--- src/rtl/song_player.sv ---
// song_player: steps through a song ROM and plays each entry as a square-wave note.
// Each ROM word holds a duration in beats [15:8] and a note number [7:0].
// Note number n maps to octave n/12 and semitone n%12. Note 0 and notes above 127 are rests.
module song_player #(
  parameter int unsigned BEAT_TICKS = 32'd12500000,
  parameter int unsigned GAP_TICKS  = 32'd250000,
  parameter int unsigned END_ADDR   = 32'd1023
) (
  input  logic        clk,
  input  logic        rst,
  input  logic        start,
  input  logic        abort,
  output logic [9:0]  count,
  input  logic [15:0] song_data,
  output logic        tone,
  output logic [7:0]  cur_note,
  output logic        busy,
  output logic        done
);

  typedef enum logic [2:0] {IDLE, FETCH, DECODE, PLAY, ADVANCE} state_t;

  state_t      state, state_nxt;
  logic [7:0]  note;
  logic [31:0] total;
  logic [6:0]  semi;
  logic [3:0]  octave;
  logic [31:0] beat_cnt;
  logic [31:0] half_cnt;
  logic        sq;
  logic        rest;
  logic        play_last;
  logic        in_gap;
  logic        end_hit;
  logic [21:0] shifted;
  logic [31:0] half_period;

  // Half-period in clocks of the lowest octave, C through B.
  function automatic logic [21:0] base_half(input logic [3:0] s);
    case (s)
      4'd0:    base_half = 22'd3057805;
      4'd1:    base_half = 22'd2886182;
      4'd2:    base_half = 22'd2724196;
      4'd3:    base_half = 22'd2571338;
      4'd4:    base_half = 22'd2427002;
      4'd5:    base_half = 22'd2290784;
      4'd6:    base_half = 22'd2162211;
      4'd7:    base_half = 22'd2040840;
      4'd8:    base_half = 22'd1926297;
      4'd9:    base_half = 22'd1818182;
      4'd10:   base_half = 22'd1716136;
      default: base_half = 22'd1619815;
    endcase
  endfunction

  // semi holds the remainder once DECODE finishes, so it is below 12 in PLAY.
  assign rest        = (note == 8'd0) || note[7];
  assign shifted     = base_half(semi[3:0]) >> octave;
  assign half_period = (shifted == 22'd0) ? 32'd1 : {10'd0, shifted};
  assign play_last   = (beat_cnt == total - 32'd1);
  assign in_gap      = (beat_cnt >= total - GAP_TICKS);
  assign end_hit     = (count == 10'(END_ADDR));

  assign busy     = (state != IDLE);
  assign tone     = (state == PLAY) && !rest && sq && !in_gap;
  assign cur_note = ((state == PLAY) && !rest) ? note : 8'd0;

  // State register.
  always_ff @(posedge clk) begin
    if (rst) state <= IDLE;
    else     state <= state_nxt;
  end

  // Next-state logic. abort overrides every other transition.
  always_comb begin
    state_nxt = state;
    case (state)
      IDLE:    if (start) state_nxt = FETCH;
      FETCH:   state_nxt = (song_data[15:8] == 8'd0) ? ADVANCE : DECODE;
      DECODE:  if (rest || semi < 7'd24) state_nxt = PLAY;
      PLAY:    if (play_last) state_nxt = ADVANCE;
      ADVANCE: state_nxt = end_hit ? IDLE : FETCH;
      default: state_nxt = IDLE;
    endcase
    if (abort) state_nxt = IDLE;
  end

  // Latch the current ROM entry. Its outputs are masked outside PLAY, so it needs no reset.
  always_ff @(posedge clk) begin
    if (state == FETCH) begin
      note  <= song_data[7:0];
      total <= 32'(song_data[15:8]) * BEAT_TICKS;
    end
  end

  // Address, octave division, beat and half-period counters, and the done pulse.
  always_ff @(posedge clk) begin
    if (rst) begin
      count    <= 10'd0;
      semi     <= 7'd0;
      octave   <= 4'd0;
      beat_cnt <= 32'd0;
      half_cnt <= 32'd0;
      sq       <= 1'b0;
      done     <= 1'b0;
    end else begin
      done <= 1'b0;
      if (abort) begin
        count    <= 10'd0;
        beat_cnt <= 32'd0;
        half_cnt <= 32'd0;
        sq       <= 1'b0;
      end else begin
        case (state)
          IDLE: if (start) count <= 10'd0;
          FETCH: begin
            semi   <= song_data[6:0];
            octave <= 4'd0;
          end
          DECODE: begin
            if (!rest && semi >= 7'd12) begin
              semi   <= semi - 7'd12;
              octave <= octave + 4'd1;
            end
            beat_cnt <= 32'd0;
            half_cnt <= 32'd0;
            sq       <= 1'b0;
          end
          PLAY: begin
            beat_cnt <= play_last ? 32'd0 : beat_cnt + 32'd1;
            if (half_cnt == half_period - 32'd1) begin
              half_cnt <= 32'd0;
              sq       <= ~sq;
            end else begin
              half_cnt <= half_cnt + 32'd1;
            end
          end
          ADVANCE: begin
            if (end_hit) begin
              count <= 10'd0;
              done  <= 1'b1;
            end else begin
              count <= count + 10'd1;
            end
          end
          default: ;
        endcase
      end
    end
  end

endmodule

--- config.mk ---
export PLATFORM = sky130hd
export DESIGN_NAME = song_player
export DESIGN_NICKNAME = d
export VERILOG_FILES = /design/src/rtl/song_player.sv
export SDC_FILE = /design/constraint.sdc
export NUM_CORES = 1
export LEC_CHECK = 0
export CAP_MARGIN = 20
export CORE_UTILIZATION = 50
export CTS_CLUSTER_SIZE = 24
export DETAILED_ROUTE_END_ITERATION = 8
export PLACE_DENSITY = 0.78
export REMOVE_ABC_BUFFERS = 1
export SYNTH_ARGS = -nofsm -noshare
export SYNTH_HDL_FRONTEND = slang
export SYNTH_SLANG_ARGS = --single-unit
--- constraint.sdc ---
create_clock -name clk -period 7.1 [get_ports clk]
set_input_delay 1.42 -clock clk [delete_from_list [all_inputs] [get_ports clk]]
set_output_delay 1.42 -clock clk [all_outputs]
set_load 0.005 [all_outputs]
==> impl_results.md, run 1 <==
* Die area at 27,100 um^2
* Setup violators final at 0
* Most frequent cells in the layout: 132 x nand2_1, 120 x nor2_1, 111 x dfxtp_1
* Sink of the worst hold path: half_cnt[1]
* Yosys cell types at 89
* TNS Setup at 0 ps
* Pin count of the biggest net entering global routing at 52
* TritonCTS Sinks at 147
* DRC Markers at 0
* Critical Path Fanout Max at 10
* Initial antenna violation count at 0
* Dpl hpwl at 24,500 um
* Crit path time final at 6610 ps
* Min-Delay Path Class: register to register
* Die H at 165 um
* Via count at 11,500
* Delay-heaviest family, CP: simple AND/OR/NAND/NOR gates
* Syn avg cell area at 8.54 um^2
* Via density at 6.12
* Pleak at 0.00554 uW
* Fmax achieved at 0.151 GHz
* Synthesized cell area at 13,200 um^2
* Slowest stage delay, CP at 670 ps
* Slew Viols, Final at 0
* DRT Pass-1 Iters at 7
* Crit start category: register
* Post-CTS resize count at 0
* Clock slew at reported path FFs at 70 ps
* Register-to-register setup slack at 1050 ps
* FF-to-FF path depth at 19
* Hold depth at 2
* Max Buffers Root-to-Sink at 2
* Peak supply drop at 270 uV
* Seq/Total Area, Yosys at 24.9%
* Nature of the critical path endpoint: primary output
* P&R area growth vs syn at 8.58%
* Final ANT Viol Nets at 0
* # hold bufs at CTS at 0
* Worst path required time at 5680 ps
* Syn. warnings at 0
* CTS HTree Levels at 4
* Util after Layout at 55.2%
* Clock skew at 9.64 ps
* CP max stage cell: or4_1
* Syn Inst Count at 1,548
* Die W at 165 um
* First-pass GRT wire length at 53,300 um
* RSZ-0062 raised after global routing: false
* Post-synth EDFFs at 35
* Clock root buffer master: clkbuf_16
* Fraction of registers with async set/reset at 0%
* Period Utilization, post-route at 93.1%
* IO buf count at 39
* Max-cap violations at 0
* Worst Hold Margin at 508 ps
* Fin nets at 1,684
* Commonest non-fill, non-tap cell in the layout: nand2_1
* Max_slew headroom at 35.0%
* #FFs+latches synth at 147
* Post-route cell area at 14,400 um^2
* Layout cell share with drive strength beyond 1 at 7.41%
* Starting Density at 50.9%
* Num rows at 59
* Gr usage total at 24.4%
* RR Endpoint: half_cnt[25]
* Inserted Diodes at 0
* 1st-iter DRT viols at 1,164
* # placed instances at 1,842
* PwrDens at 218 nW/um^2
* Placed cell areas at 13,700 um^2
* Worst Path Buf+Inv at 1
* Gpl congestion at 0.942
* Dominant synthesized flop cell: dfxtp_1
* Post-CTS Setup Bufs at 0
* Num ports at 41
* Final instance count without filler cells at 1,874
* Vias in the first global route at 10,600
* WL per Instance at 17.3 um
* Gr ovfl total at 0
* Skew-Pair Late Insertion Delay at 420 ps
* Most frequent CP cell: nand2b_1
* Post-Route WL at 32,400 um
* Kind of critical path: register to primary output
* CP Launch Point: total[8]
* Worst-Margin Slew at 967 ps
* Cts bufs inserted at 17
* Critical path arrival at 5190 ps
* Status: complete, no violations
* CTS tree: done
* Crit-path cells: or4_1, nand2b_1, a21oi_1, nor2b_1, nand2b_1, nand2b_1, nor3_1, xnor2_1, ha_1, nand4_1, nor2_1, a21oi_1, o31ai_1, o31a_1, o2111a_1, o21ai_0, clkdlybuf4s50_1
* Reg2reg start: octave[1]
* Final hold vios at 0
* Placeable Area at 26,000 um^2
* Worst Min Path Start: half_cnt[1]
[how the worst max path moves through the flow]
| stage | to | cells after the start |
|---|---|---|
| global route | tone | 15 |
| floorplan | half_cnt[20] | 17 |
| finish | tone | 17 |
| CTS | tone | 15 |
| detailed placement | total[31] | 17 |
| global placement | total[31] | 17 |
[worst register-to-register path, delay by kind of cell, from the launching register on]
kind                       cells  cell delay, ps
AOI/OAI and AO/OA             10            2440
and+or+nand+nor                5            1130
buffers and inverters          2             630
adders and majority gates      1             270
DFF                            1             900
muxes                          1             570
[through the flow]
step	worst slack (ps)	total power (uW)
after floorplan	747	1920
after global placement	466	2140
after detailed placement	328	2200
after CTS	512	3140
after global routing	175	3350
final	487	3130
[cells by family (layout without fill, tap and decap cells)]
kind of cell    after synthesis  in the layout  share of synthesized area (%)
simple gates                543            543                           21.0
mux                          85             85                           8.82
other cells                   1              1                         0.0284
compound gates              355            355                           17.6
fa+ha+maj                   138            138                           15.4
buf+inv                     176            167                           5.39
flops                       147            147                           24.9
xor+xnor                    103            103                           6.82
[layer usage]
| layer | vias up | wire length, um | track usage, % |
|---|---|---|---|
| met4 | 0 | 595 | 7.51 |
| met2 | 355 | 15000 | 38.7 |
| met1 | 5485 | 15000 | 34.3 |
| met5 | - | 0 | 0 |
| li1 | 5593 | - | - |
| met3 | 45 | 1710 | 3.24 |
[area by class of cell]
type	instances	area, um^2
Clock buffer	19	464
Timing Repair Buffer	51	480
Inverter	84	315
Fill cell	2355	11600
Sequential cell	147	3290
Multi-Input combinational cell	1225	9230
Tap cell	335	419
Clock inverter	13	148
[where the power goes]
part | internal [uW] | switching, uW | leakage, uW
Combinational | 522 | 640 | 0.00401
Clock | 531 | 407 | 0.000302
Sequential | 958 | 70.4 | 0.00123
[cells in the mapped netlist (46+ instances only)]
| library cell | count | share of area, % |
|---|---|---|
| nor2_1 | 121 | 3.4 |
| a21oi_1 | 97 | 3.7 |
| dfxtp_1 | 112 | 17 |
| clkbuf_1 | 63 | 1.8 |
| ha_1 | 97 | 9.2 |
| nand3_1 | 50 | 1.9 |
| nand2_1 | 132 | 3.7 |
| o21ai_0 | 75 | 2.8 |
| xnor2_1 | 57 | 3.8 |
| inv_1 | 81 | 2.3 |
| xor2_1 | 46 | 3.0 |
| and3_1 | 46 | 2.2 |
No activity file was read; power rests on OpenSTA's default activity.
==> run 2: changes to the inputs <==
--- a/config.mk
+++ b/config.mk
@@ -6,10 +6,10 @@
 export NUM_CORES = 1
 export LEC_CHECK = 0
 export CAP_MARGIN = 20
-export CORE_UTILIZATION = 50
+export CORE_UTILIZATION = 30
 export CTS_CLUSTER_SIZE = 24
 export DETAILED_ROUTE_END_ITERATION = 8
-export PLACE_DENSITY = 0.78
+export PLACE_DENSITY = 0.56
 export REMOVE_ABC_BUFFERS = 1
 export SYNTH_ARGS = -nofsm -noshare
 export SYNTH_HDL_FRONTEND = slang
==> run 2 against run 1 <==
  * Maximum frequency fell by 0.50%
  * Worst setup slack got worse by 33 ps
  * Core utilization fell by 21 points
  * Register-to-register slack improved by 30 ps
  * Total power rose by 1.1%
  * Clock power rose by 2.7%
  * First-iteration DRC count fell by 3.9%
  * Critical path depth did not move
  * Final cell count rose by 14%
  * Clock skew rose by 9.1 ps
  * Non-clock buffer count rose by 4
==> impl_results.md, run 2 (same netlist as run 1, synthesis figures left out) <==
* Cts bufs inserted at 17
* Die H at 212 um
* Fin nets at 1,688
* Pin count of the biggest net entering global routing at 44
* Combinational Power Share at 37.0%
* Net Sw Frac at 36.8%
* Reg2reg start: octave[1]
* Via count at 11,400
* Worst Min Path Start: half_cnt[29]
* Register-to-register setup slack at 1080 ps
* Num ports at 41
* # hold bufs at CTS at 0
* Gr usage total at 16.1%
* Peak supply drop at 182 uV
* CTS HTree Levels at 4
* Skew-Pair Late Insertion Delay at 450 ps
* Crit start category: register
* Nature of the critical path endpoint: primary output
* Starting Density at 30.6%
* Dpl hpwl at 26,600 um
* Internal at 2000 uW
* PwrDens at 215 nW/um^2
* Crit path time final at 6650 ps
* TritonCTS Sinks at 147
* Most frequent cells in the layout: 132 x nand2_1, 120 x nor2_1, 111 x dfxtp_1
* Post-CTS resize count at 0
* Clock share of power at 30.4%
* Slowest stage delay, CP at 680 ps
* Min-Delay Path Class: register to register
* Footprint of the multi-input gates at 9230 um^2
* Status: complete, no violations
* Worst path required time at 5680 ps
* Pleak at 0.00557 uW
* Clock slew at reported path FFs at 80 ps
* IO buf count at 39
* Gpl congestion at 0.917
* WL per Instance at 16.5 um
* Final instance count without filler cells at 2,128
* # placed instances at 2,095
* Kind of critical path: register to primary output
* 1st-iter DRT viols at 1,119
* Placeable Area at 43,300 um^2
* FF/Latch Area at 3290 um^2
* Max-cap violations at 0
* Post-CTS Setup Bufs at 0
* Hold depth at 2
* Die area at 44,900 um^2
* Via density at 5.34
* Commonest non-fill, non-tap cell in the layout: nand2_1
* Clock skew at 18.7 ps
* Die W at 212 um
* DRC Markers at 0
* Worst-Margin Slew at 1110 ps
* Seq pwr share at 32.6%
* CTS tree: done
* Max_slew headroom at 25.5%
* Post-Route WL at 35,000 um
* Fmax achieved at 0.150 GHz
* Vias in the first global route at 10,800
* Sink of the worst hold path: half_cnt[29]
* Final hold vios at 0
* RR Endpoint: half_cnt[20]
* Period Utilization, post-route at 93.6%
* TNS Setup at 0 ps
* RSZ-0062 raised after global routing: false
* DRT Pass-1 Iters at 5
* Initial antenna violation count at 0
* Crit-path cells: or4_1, nand2b_1, a21oi_1, nor2b_1, nand2b_1, nand2b_1, nor3_1, xnor2_1, ha_1, nand4_1, nor2_1, a21oi_1, o31ai_1, o31a_1, o2111a_1, o21ai_0, clkdlybuf4s50_1
* Setup violators final at 0
* Most frequent CP cell: nand2b_1
* Gr ovfl total at 0
* Final ANT Viol Nets at 0
* P&R area growth vs syn at 11.4%
* Layout cell share with drive strength beyond 1 at 7.65%
* Slew Viols, Final at 0
* Critical path arrival at 5230 ps
* First-pass GRT wire length at 57,600 um
* Clock root buffer master: clkbuf_16
* Layout fillers at 4,447
* FF-to-FF path depth at 20
* CP max stage cell: or4_1
* NetSw at 1160 uW
* Inserted Diodes at 0
* Num rows at 76
* Max Buffers Root-to-Sink at 2
* Critical Path Fanout Max at 10
run 2: layout make-up:
cell class                 instances  area share (%)
inverter                          84            2.14
multi-input combinational       1225            62.7
clock buffer                      17            2.89
clock inverter                    15            1.43
timing repair buffer              55            3.55
tap                              585            4.97
sequential                       147            22.4
run 2: through the flow:
stage	hold slack, ps	utilization [%]	area, um^2	total power (uW)	setup WS [ps]
2_1_floorplan	458	-	12800	1920	747
3_3_place_gp	470	32.5	14100	2190	468
3_5_place_dp	490	32.5	14100	2200	440
4_1_cts	501	34.0	14700	3200	318
5_1_grt	520	34.0	14700	3390	66.4
6_report	503	34.0	14700	3160	454
run 2: power by group through the flow:
stage	sequential [uW]	clock, uW	combinational (uW)
floorplan	1020	0	901
global placement	1050	0	1140
detailed placement	1050	0	1150
CTS	1030	995	1170
global route	1040	1030	1320
finish	1030	963	1170
run 2: worst max path at each step:
stage | startpoint | slack [ps] | to
final | total[8] | 450 | tone
after detailed placement | song_data[13] | 440 | total[31]
after floorplan | octave[1] | 750 | half_cnt[20]
after global routing | total[8] | 70 | tone
after CTS | total[8] | 320 | tone
after global placement | song_data[13] | 470 | total[31]
run 2: critical path: cells and delay by family (launching register included):
kind,cells,cell delay [ps]
flops,1,570
fa+ha+maj,1,270
compound gates,6,1310
simple gates,8,1840
buf+inv,1,560
xor+xnor,1,190
run 2: layer usage:
| layer | vias to the layer above | wire length [um] | GRT usage [%] |
|---|---|---|---|
| met4 | 0 | 475 | 4.62 |
| met3 | 31 | 1490 | 2.76 |
| li1 | 5594 | - | - |
| met2 | 257 | 15800 | 24.8 |
| met5 | - | 0 | 0 |
| met1 | 5485 | 17200 | 22.7 |
==> run 3: changes to the inputs <==
==> constraint.sdc (replaced) <==
create_clock -name clk -period 7.1 [get_ports clk]
set_input_delay 0.71 -clock clk [delete_from_list [all_inputs] [get_ports clk]]
set_output_delay 0.71 -clock clk [all_outputs]
set_load 0.005 [all_outputs]
==> run 3 against run 2 <==
  * Sequential share of layout area is essentially flat
  * Clock-buffer cell count is the same
  * Worst setup slack gained 560 ps
  * Routed wire length grew 0.28%
  * Combinational power is essentially flat
  * Sequential power is essentially flat
  * Total power shrank 0.75%
  * Maximum frequency grew 9.3%
  * Global-route usage shrank 0.21 points
  * Critical endpoint is now half_cnt[26]
==> impl_results.md, run 3 (same netlist as run 1, synthesis figures left out) <==
* Status: complete, no violations
* Max-cap violations at 0
* Inserted Diodes at 0
* Final ANT Viol Nets at 0
* Critical Path Fanout Max at 37
* Placeable Area at 43,300 um^2
* PwrDens at 213 nW/um^2
* Post-Route WL at 35,100 um
* Layout cell share with drive strength beyond 1 at 7.64%
* Final instance count without filler cells at 2,129
* CTS tree: done
* Starting Density at 30.6%
* Most frequent cells in the layout: 132 x nand2_1, 120 x nor2_1, 111 x dfxtp_1
* Gr ovfl total at 0
* TNS Setup at 0 ps
* Clock share of power at 30.3%
* Placed cell areas at 14,100 um^2
* Die area at 44,900 um^2
* Fmax achieved at 0.164 GHz
* Commonest non-fill, non-tap cell in the layout: nand2_1
* # placed instances at 2,096
* Num rows at 76
* Gr usage total at 15.8%
* Clock skew at 17.2 ps
* WL per Instance at 16.5 um
* Die H at 212 um
* Nature of the critical path endpoint: register
* Slowest stage delay, CP at 980 ps
* Crit-path cells: buf_4, mux2_1, nor2_1, o21ai_0, o211ai_1, nand4_2, o221a_1, ha_1, o2111ai_1, a22oi_2, nor2b_1, and4b_1, o21a_1, o2111ai_1, nor4_4, nor3_2, buf_4, nand4_1, mux2i_1
* Max_slew headroom at 34.3%
* # hold bufs at CTS at 0
* RSZ-0062 raised after global routing: false
* Post-route cell area at 14,700 um^2
* TritonCTS Sinks at 147
* NetSw at 1120 uW
* Final hold vios at 0
* Internal at 2020 uW
* Via density at 5.37
* CP max stage cell: dfxtp_2
* Gpl congestion at 0.917
* Setup violators final at 0
* Util after Layout at 34.0%
* Clock slew at reported path FFs at 70 ps
* Num ports at 41
* Fin nets at 1,689
* 1st-iter DRT viols at 917
* Skew-Pair Late Insertion Delay at 450 ps
* Vias in the first global route at 10,500
* Clock root buffer master: clkbuf_16
* Peak supply drop at 178 uV
* Crit start category: register
* DRC Markers at 0
* CTS HTree Levels at 4
* Seq pwr share at 32.8%
* Layout fillers at 4,484
* Period Utilization, post-route at 85.7%
* Initial antenna violation count at 0
* Slew Viols, Final at 0
* Die W at 212 um
* Net Sw Frac at 35.8%
* Post-CTS resize count at 0
* Pleak at 0.00557 uW
* Footprint of the multi-input gates at 9230 um^2
* Worst-Margin Slew at 985 ps
* Critical path arrival at 6450 ps
* First-pass GRT wire length at 56,900 um
* Min-Delay Path Class: register to register
* Dpl hpwl at 26,600 um
* Worst path required time at 7470 ps
* Max Buffers Root-to-Sink at 2
* P&R area growth vs syn at 11.3%
* Pin count of the biggest net entering global routing at 64
* FF/Latch Area at 3290 um^2
* Crit path time final at 6080 ps
* Kind of critical path: register to register
* DRT Pass-1 Iters at 6
* Cts bufs inserted at 17
* Overall Power at 3140 uW
* Post-CTS Setup Bufs at 0
* Via count at 11,400
* IO buf count at 39
* Delay-heaviest family, CP: compound AO/OA/AOI/OAI gates
* Combinational Power Share at 36.9%
* Worst Path Buf+Inv at 2
[run 3: stage by stage]
stage | hold WS, ps | setup WS (ps)
3_3_place_gp | 477 | 1200
5_1_grt | 531 | 515
3_5_place_dp | 482 | 1060
2_1_floorplan | 458 | 747
4_1_cts | 491 | 1030
6_report | 490 | 1020
[run 3: layout make-up]
type / count / area share (%)
inverters: 84 / 2.14
repair buffers: 56 / 3.61
flip-flops and latches: 147 / 22.4
well taps: 585 / 4.98
multi-input cells: 1225 / 62.7
clock inverters: 15 / 1.24
clock buffers: 17 / 2.89
[run 3: worst paths after layout]
path	to	start	cells past startpoint	slack, ps
setup / recovery	half_cnt[26]	octave[1]	19	1020
hold / removal	half_cnt[29]	half_cnt[29]	2	490
setup reg to reg	half_cnt[26]	octave[1]	19	1020
hold reg to reg	half_cnt[29]	half_cnt[29]	2	490
[run 3: power by group through the flow]
stage	clock network, uW	registers (uW)	logic [uW]
final	953	1030	1160
after global routing	1010	1040	1310
after CTS	980	1030	1160
after detailed placement	0	1050	1140
after global placement	0	1050	1140
after floorplan	0	1020	901
[run 3: worst min-delay path, delay by kind of cell (launching register included)]
family             cells  cell delay (ps)
DFF                    1              330
and+or+nand+nor        1               60
AOI/OAI and AO/OA      1               50
[run 3: per-layer routing]
metal | routed length, um | track usage [%]
met1 | 17400 | 22.9
met2 | 15500 | 23.9
met3 | 1430 | 2.48
met4 | 764 | 5.10
met5 | 0 | 0
